### src/rtl/mult_stage_sequencer.sv
// mult_stage_sequencer
//   Schedules one full-image inference pass through the 28-lane Mult_Stage.
//   Walks every (class, row) pair in order, issuing pixel-row and weight-row
//   read addresses, and carries a {valid, first, last, class} tag through a
//   fixed delay line so the tag lines up with the Mult_Stage output.
//
// Optional feature: define SEQ_ABORT_EN to add the Abort input.
//
// Ports
//   clk          in   system clock, rising edge
//   GlobalReset  in   asynchronous active-high reset
//   Start        in   begin a pass (sampled only in IDLE)
//   Hold         in   pause issue while high (ISSUE only)
//   Abort        in   (SEQ_ABORT_EN) cancel the pass in progress
//   Busy         out  pass in progress
//   Done         out  one-cycle pulse once every product has left Mult_Stage
//   Rd_En        out  read strobe to pixel and weight memories
//   Pix_Addr     out  pixel row address (= row)
//   Wgt_Addr     out  weight row address (= class*N_ROWS + row)
//   Mult_Valid   out  Mult_Stage output holds a valid product vector
//   Acc_First    out  with Mult_Valid: row 0 of the class
//   Acc_Last     out  with Mult_Valid: row N_ROWS-1 of the class
//   Acc_Class    out  with Mult_Valid: class index
`timescale 1ns/1ps
module mult_stage_sequencer #(
  parameter int unsigned N_ROWS    = 28,
  parameter int unsigned N_CLASSES = 10,
  parameter int unsigned MEM_LAT   = 1,
  parameter int unsigned MULT_LAT  = 2,
  parameter int unsigned ROW_AW    = 5,
  parameter int unsigned WGT_AW    = 9,
  parameter int unsigned CLS_W     = 4
) (
  input  logic              clk,
  input  logic              GlobalReset,
  input  logic              Start,
  input  logic              Hold,
`ifdef SEQ_ABORT_EN
  input  logic              Abort,
`endif
  output logic              Busy,
  output logic              Done,
  output logic              Rd_En,
  output logic [ROW_AW-1:0] Pix_Addr,
  output logic [WGT_AW-1:0] Wgt_Addr,
  output logic              Mult_Valid,
  output logic              Acc_First,
  output logic              Acc_Last,
  output logic [CLS_W-1:0]  Acc_Class
);

  localparam int unsigned P = MEM_LAT + MULT_LAT;

  typedef enum logic [1:0] {IDLE, ISSUE, DRAIN, DONE} state_t;

  state_t                     state_q, state_d;
  logic [ROW_AW-1:0]          row_q, row_d;
  logic [CLS_W-1:0]           cls_q, cls_d;
  logic [WGT_AW-1:0]          wgt_q, wgt_d;

  // Tag delay line; stage i holds the tag issued i+1 cycles ago.
  logic [P-1:0]               pv_q, pv_d;
  logic [P-1:0]               pf_q, pf_d;
  logic [P-1:0]               pl_q, pl_d;
  logic [P-1:0][CLS_W-1:0]    pc_q, pc_d;

  logic                       busy_d, done_d, rd_en_d;
  logic [ROW_AW-1:0]          pix_addr_d;
  logic [WGT_AW-1:0]          wgt_addr_d;
  logic                       mv_d, af_d, al_d;
  logic [CLS_W-1:0]           ac_d;

  logic                       issue;
  logic                       last_row, last_cls, pend, abort;

`ifdef SEQ_ABORT_EN
  assign abort = Abort;
`else
  assign abort = 1'b0;
`endif

  assign last_row = (row_q == ROW_AW'(N_ROWS - 1));
  assign last_cls = (cls_q == CLS_W'(N_CLASSES - 1));
  // The output tag register is not part of the line: once the line is
  // empty the last product is on Mult_Valid this cycle and Done follows.
  assign pend     = |pv_q;

  always_comb begin
    state_d    = state_q;
    row_d      = row_q;
    cls_d      = cls_q;
    wgt_d      = wgt_q;
    issue      = 1'b0;
    rd_en_d    = 1'b0;
    pix_addr_d = Pix_Addr;
    wgt_addr_d = Wgt_Addr;

    case (state_q)
      IDLE: begin
        if (Start) begin
          state_d = ISSUE;
          issue   = 1'b1;
        end
      end
      ISSUE: begin
        if (!Hold) begin
          issue = 1'b1;
          if (last_row && last_cls) state_d = DRAIN;
        end
      end
      DRAIN: begin
        if (!pend) state_d = DONE;
      end
      DONE: begin
        state_d = IDLE;
      end
    endcase

    // Counters always name the next pair to issue; they wrap to 0 after
    // the final pair so a new pass starts clean.
    if (issue) begin
      rd_en_d    = 1'b1;
      pix_addr_d = row_q;
      wgt_addr_d = wgt_q;
      if (last_row) begin
        row_d = '0;
        cls_d = last_cls ? '0 : cls_q + 1'b1;
      end else begin
        row_d = row_q + 1'b1;
      end
      wgt_d = (last_row && last_cls) ? '0 : wgt_q + 1'b1;
    end

    pv_d[0] = issue;
    pf_d[0] = issue && (row_q == '0);
    pl_d[0] = issue && last_row;
    pc_d[0] = issue ? cls_q : '0;
    for (int unsigned i = 1; i < P; i++) begin
      pv_d[i] = pv_q[i-1];
      pf_d[i] = pf_q[i-1];
      pl_d[i] = pl_q[i-1];
      pc_d[i] = pc_q[i-1];
    end

    mv_d = pv_q[P-1];
    af_d = pf_q[P-1];
    al_d = pl_q[P-1];
    ac_d = pc_q[P-1];

    busy_d = (state_d != IDLE);
    done_d = (state_d == DONE);

    if (abort && (state_q != IDLE)) begin
      state_d = IDLE;
      row_d   = '0;
      cls_d   = '0;
      wgt_d   = '0;
      rd_en_d = 1'b0;
      pv_d    = '0;
      pf_d    = '0;
      pl_d    = '0;
      pc_d    = '0;
      mv_d    = 1'b0;
      af_d    = 1'b0;
      al_d    = 1'b0;
      ac_d    = '0;
      busy_d  = 1'b0;
      done_d  = 1'b0;
    end
  end

  always_ff @(posedge clk or posedge GlobalReset) begin
    if (GlobalReset) begin
      state_q    <= IDLE;
      row_q      <= '0;
      cls_q      <= '0;
      wgt_q      <= '0;
      pv_q       <= '0;
      pf_q       <= '0;
      pl_q       <= '0;
      pc_q       <= '0;
      Busy       <= 1'b0;
      Done       <= 1'b0;
      Rd_En      <= 1'b0;
      Pix_Addr   <= '0;
      Wgt_Addr   <= '0;
      Mult_Valid <= 1'b0;
      Acc_First  <= 1'b0;
      Acc_Last   <= 1'b0;
      Acc_Class  <= '0;
    end else begin
      state_q    <= state_d;
      row_q      <= row_d;
      cls_q      <= cls_d;
      wgt_q      <= wgt_d;
      pv_q       <= pv_d;
      pf_q       <= pf_d;
      pl_q       <= pl_d;
      pc_q       <= pc_d;
      Busy       <= busy_d;
      Done       <= done_d;
      Rd_En      <= rd_en_d;
      Pix_Addr   <= pix_addr_d;
      Wgt_Addr   <= wgt_addr_d;
      Mult_Valid <= mv_d;
      Acc_First  <= af_d;
      Acc_Last   <= al_d;
      Acc_Class  <= ac_d;
    end
  end

endmodule

### config.mk
export PLATFORM = sky130hd
export DESIGN_NAME = mult_stage_sequencer
export DESIGN_NICKNAME = d
export VERILOG_FILES = /design/src/rtl/mult_stage_sequencer.sv
export SDC_FILE = /design/constraint.sdc
export NUM_CORES = 1
export LEC_CHECK = 0
export CORE_MARGIN = 3
export CORE_UTILIZATION = 40
export CTS_CLUSTER_SIZE = 20
export DETAILED_ROUTE_END_ITERATION = 6
export MAX_ROUTING_LAYER = met4
export SLEW_MARGIN = 20
export SYNTH_ARGS = -nofsm -noshare
export SYNTH_HDL_FRONTEND = slang
export SYNTH_SLANG_ARGS = --single-unit
### constraint.sdc
create_clock -name clk -period 1.8 [get_ports clk]
set_clock_uncertainty 0.1 [all_clocks]
set_input_delay 0.18 -clock clk [delete_from_list [all_inputs] [get_ports clk]]
set_output_delay 0.18 -clock clk [all_outputs]
set_load 0.02 [all_outputs]
==> flow_summary.json <==
{
  "die_w_um": 83.6,
  "max_freq_ghz": 0.588,
  "numCtsBuffers": 9,
  "num_antenna_cells": 0,
  "drc": 0,
  "cap_violations": 0,
  "place_hpwl_um": 2740,
  "synthTopCellsByArea": "dfrtp_1 (66%), nand2_1 (6.5%), o21ai_0 (2.9%)",
  "r2r-end": "wgt_q[2]",
  "first_pass_iters": 4,
  "drive_above_1_share_pct": 16.6,
  "r2r_cells": 5,
  "start_kind": "register",
  "antenna_found_initial": 0,
  "cp_cell_sequence": "ha_2 > and4b_2 > a221oi_4 > nand2_1 > o21ai_1",
  "setup_tns_ns": 0,
  "grt_pass1_vias": 1663,
  "drtAntennaViolNets": 0,
  "worstSkewPairLatency_ns": 0.34,
  "cts_num_sinks": 64,
  "area_growth_pct": 26.4,
  "fin_crit_sh_pct": 94.5,
  "htree_levels": 3,
  "p_per_area_nw_per_um2": 1250,
  "seq_area_frac_synth_pct": 66.5,
  "timing_worst_setup_path_type": "reg2reg",
  "p_int_uw": 2630,
  "boundaryPins": 28,
  "start_util_pct": 42.5,
  "ys_types": 38,
  "tightest_slew_ns": 0.378,
  "power_uw": 3820,
  "overflow": 0,
  "rsz0062_at_grt": "false",
  "port_buffers": 27,
  "ir_worst_vdd_mv": 0.728,
  "slowest_stage": "a221oi_4",
  "p_switching_uw": 1190,
  "grt_max_degree": 65,
  "cp.arrival_ns": 1.87,
  "end_kind": "register",
  "p_sw_share_pct": 31.1,
  "via_per_inst": 4.91,
  "clockBufferDepth": 2,
  "cts_tree": "done",
  "syn_nets": 209,
  "nets": 255,
  "synth-seq-cells": 64,
  "synth.avg_cell_area_um2": 11.9,
  "critical_path.max_stage_delay_ns": 0.41,
  "yosysTopAreaCellShare_pct": 66.5,
  "syn-cell-area_um2": 2410,
  "clkSlewWorstSetupHoldPaths_ns": 0.07,
  "cts_root_buf": "clkbuf_8",
  "slew_viol_final": 0,
  "fp.coreArea_um2": 5680,
  "num_rows": 27,
  "cts_hold_buf": 0,
  "synth_cells": 202,
  "setup_viol": 0,
  "wirelength_um": 4310,
  "period_minus_slack_ns": 1.70,
  "r2r_start": "row_q[0]",
  "power_frac_seq_pct": 49.4,
  "combPwrFrac_pct": 21.9,
  "reg2reg_slack_ns": 0.1,
  "required_ns": 1.97,
  "hold_viol_final": 0,
  "yosys.area.top_type": "dfrtp_1",
  "dieArea_um2": 6990,
  "fp.dieH_um": 83.6,
  "track_usage_pct": 14.4,
  "ys_warn_count": 0,
  "status": "completed",
  "p_clk_share_pct": 28.7,
  "hp-class": "in2async",
  "drt-initial-drc-count": 71,
  "p_leak_uw": 0.00141,
  "crit_fanout": 7,
  "place.gp.congestion": 0.782,
  "vias": 1595,
  "wl_per_cell_um": 13.2,
  "maxSlewHeadroom_pct": 74.8,
  "grt_pass1_wl_um": 7690
}
worst max-delay path, delay by kind of cell (launching register included):
kind	cells	cell delay, ns
compound gates	2	0.54
flops	1	0.39
simple gates	2	0.39
fa+ha+maj	1	0.20
cells in the mapped netlist (all sizes together):
library cell / number
clkbuf: 2
nor2: 7
nor2b: 2
o2bb2ai: 1
nand3: 6
nand4: 3
o2111ai: 1
o22ai: 1
ha: 3
o31ai: 1
nand2: 42
and4bb: 1
and4b: 1
nor3: 2
a221oi: 1
inv: 7
a21oi: 7
dfrtp: 64
nand3b: 1
mux2: 3
buf: 6
and2: 4
o21ai: 16
and3: 1
a22o: 4
a21o: 4
and4: 2
o21bai: 1
nand2b: 1
xnor2: 1
or3: 1
nor4: 1
nand4b: 2
xor2: 1
clkinv: 1
per-stage QoR:
stage                     setup WS [ns]  area [um^2]  std cells  util (%)  hold slack (ns)
after floorplan                   0.159         2410        202         -            0.211
after global placement          -0.0231         2850        308      50.3            0.231
after detailed placement        -0.0479         2850        308      50.3            0.235
after CTS                        0.0375         3040        324      53.5            0.183
after global routing            0.00643         3050        325      53.7            0.204
final                            0.0987         3050        325      53.7            0.175
state kept, by name, indices dropped and copies added (netlist names), 4 cells and up:
| signal | cells |
|---|---|
| cls_q | 4 |
| wgt_q | 9 |
| ac_d | 4 |
| Pix_Addr | 5 |
| pc_d | 8 |
| row_q | 5 |
| Wgt_Addr | 9 |
| Acc_Class | 4 |
power by group through the flow:
stage | clock [uW] | combinational [uW] | sequential, uW
after floorplan | 0 | 326 | 2010
after global placement | 0 | 804 | 1900
after detailed placement | 0 | 820 | 1910
after CTS | 1150 | 827 | 1890
after global routing | 1200 | 919 | 1920
final | 1100 | 836 | 1890
worst max path at each step:
stage / end / slack [ns] / startpoint
finish: wgt_q[2] / 0.1 / row_q[0]
global route: wgt_q[2] / 0.006 / row_q[0]
detailed placement: cls_q[1] / -0.05 / Start
CTS: cls_q[1] / 0.04 / row_q[1]
global placement: row_q[4] / -0.02 / Start
floorplan: cls_q[1] / 0.16 / row_q[0]
cell usage in the layout, fill, tap and decap left out, drive strengths merged:
| master | n |
|---|---|
| nor4 | 1 |
| a21o | 4 |
| a221oi | 1 |
| xor2 | 1 |
| and3 | 1 |
| clkinv | 2 |
| nand2b | 1 |
| and4 | 2 |
| ha | 3 |
| clkbuf | 10 |
| o2bb2ai | 1 |
| nand4b | 2 |
| a21oi | 7 |
| nand4 | 3 |
| nor3 | 2 |
| nor2 | 7 |
| inv | 7 |
| nor2b | 2 |
| dfrtp | 64 |
| and4bb | 1 |
| clkinvlp | 5 |
| a22o | 4 |
| o21bai | 1 |
| o2111ai | 1 |
| and2 | 4 |
| o31ai | 1 |
| nand3b | 1 |
| or3 | 1 |
| nand2 | 42 |
| and4b | 1 |
| o22ai | 1 |
| buf | 16 |
| nand3 | 6 |
| o21ai | 16 |
| mux2 | 3 |
| xnor2 | 1 |
| clkdlybuf4s50 | 27 |
timing repair:
item	in CTS	in global routing
resized for setup	0	2
buffers inserted	0	1
setup endpoints to repair	0	10
routing by layer:
| metal | global-route usage [%] | vias up | wire [um] |
|---|---|---|---|
| li1 | - | 784 | - |
| met1 | 17.6 | 772 | 2060 |
| met2 | 21.0 | 32 | 1970 |
| met3 | 5.23 | 7 | 190 |
| met5 | - | - | 0 |
| met4 | 7.75 | 0 | 84 |
logic make-up (layout without fill, tap and decap cells):
| logic type | after synthesis | in the layout | synth area share, % |
|---|---|---|---|
| and+or+nand+nor | 77 | 77 | 15.4 |
| DFF | 64 | 64 | 66.5 |
| AOI/OAI and AO/OA | 37 | 37 | 10.6 |
| buffers and inverters | 16 | 67 | 3.84 |
| adders and majority gates | 3 | 3 | 1.56 |
| muxes | 3 | 3 | 1.40 |
| xor gates and xnor gates | 2 | 2 | 0.727 |
cell type report:
type                       instances  area, um^2
sequential                        64        1600
clock buffer                      10         138
timing repair buffer              43         415
inverter                           8        38.8
fill                             513        2630
clock inverter                     6        43.8
tap                               72        90.1
multi-input combinational        122         719
Power figures use the tool's default switching activity.
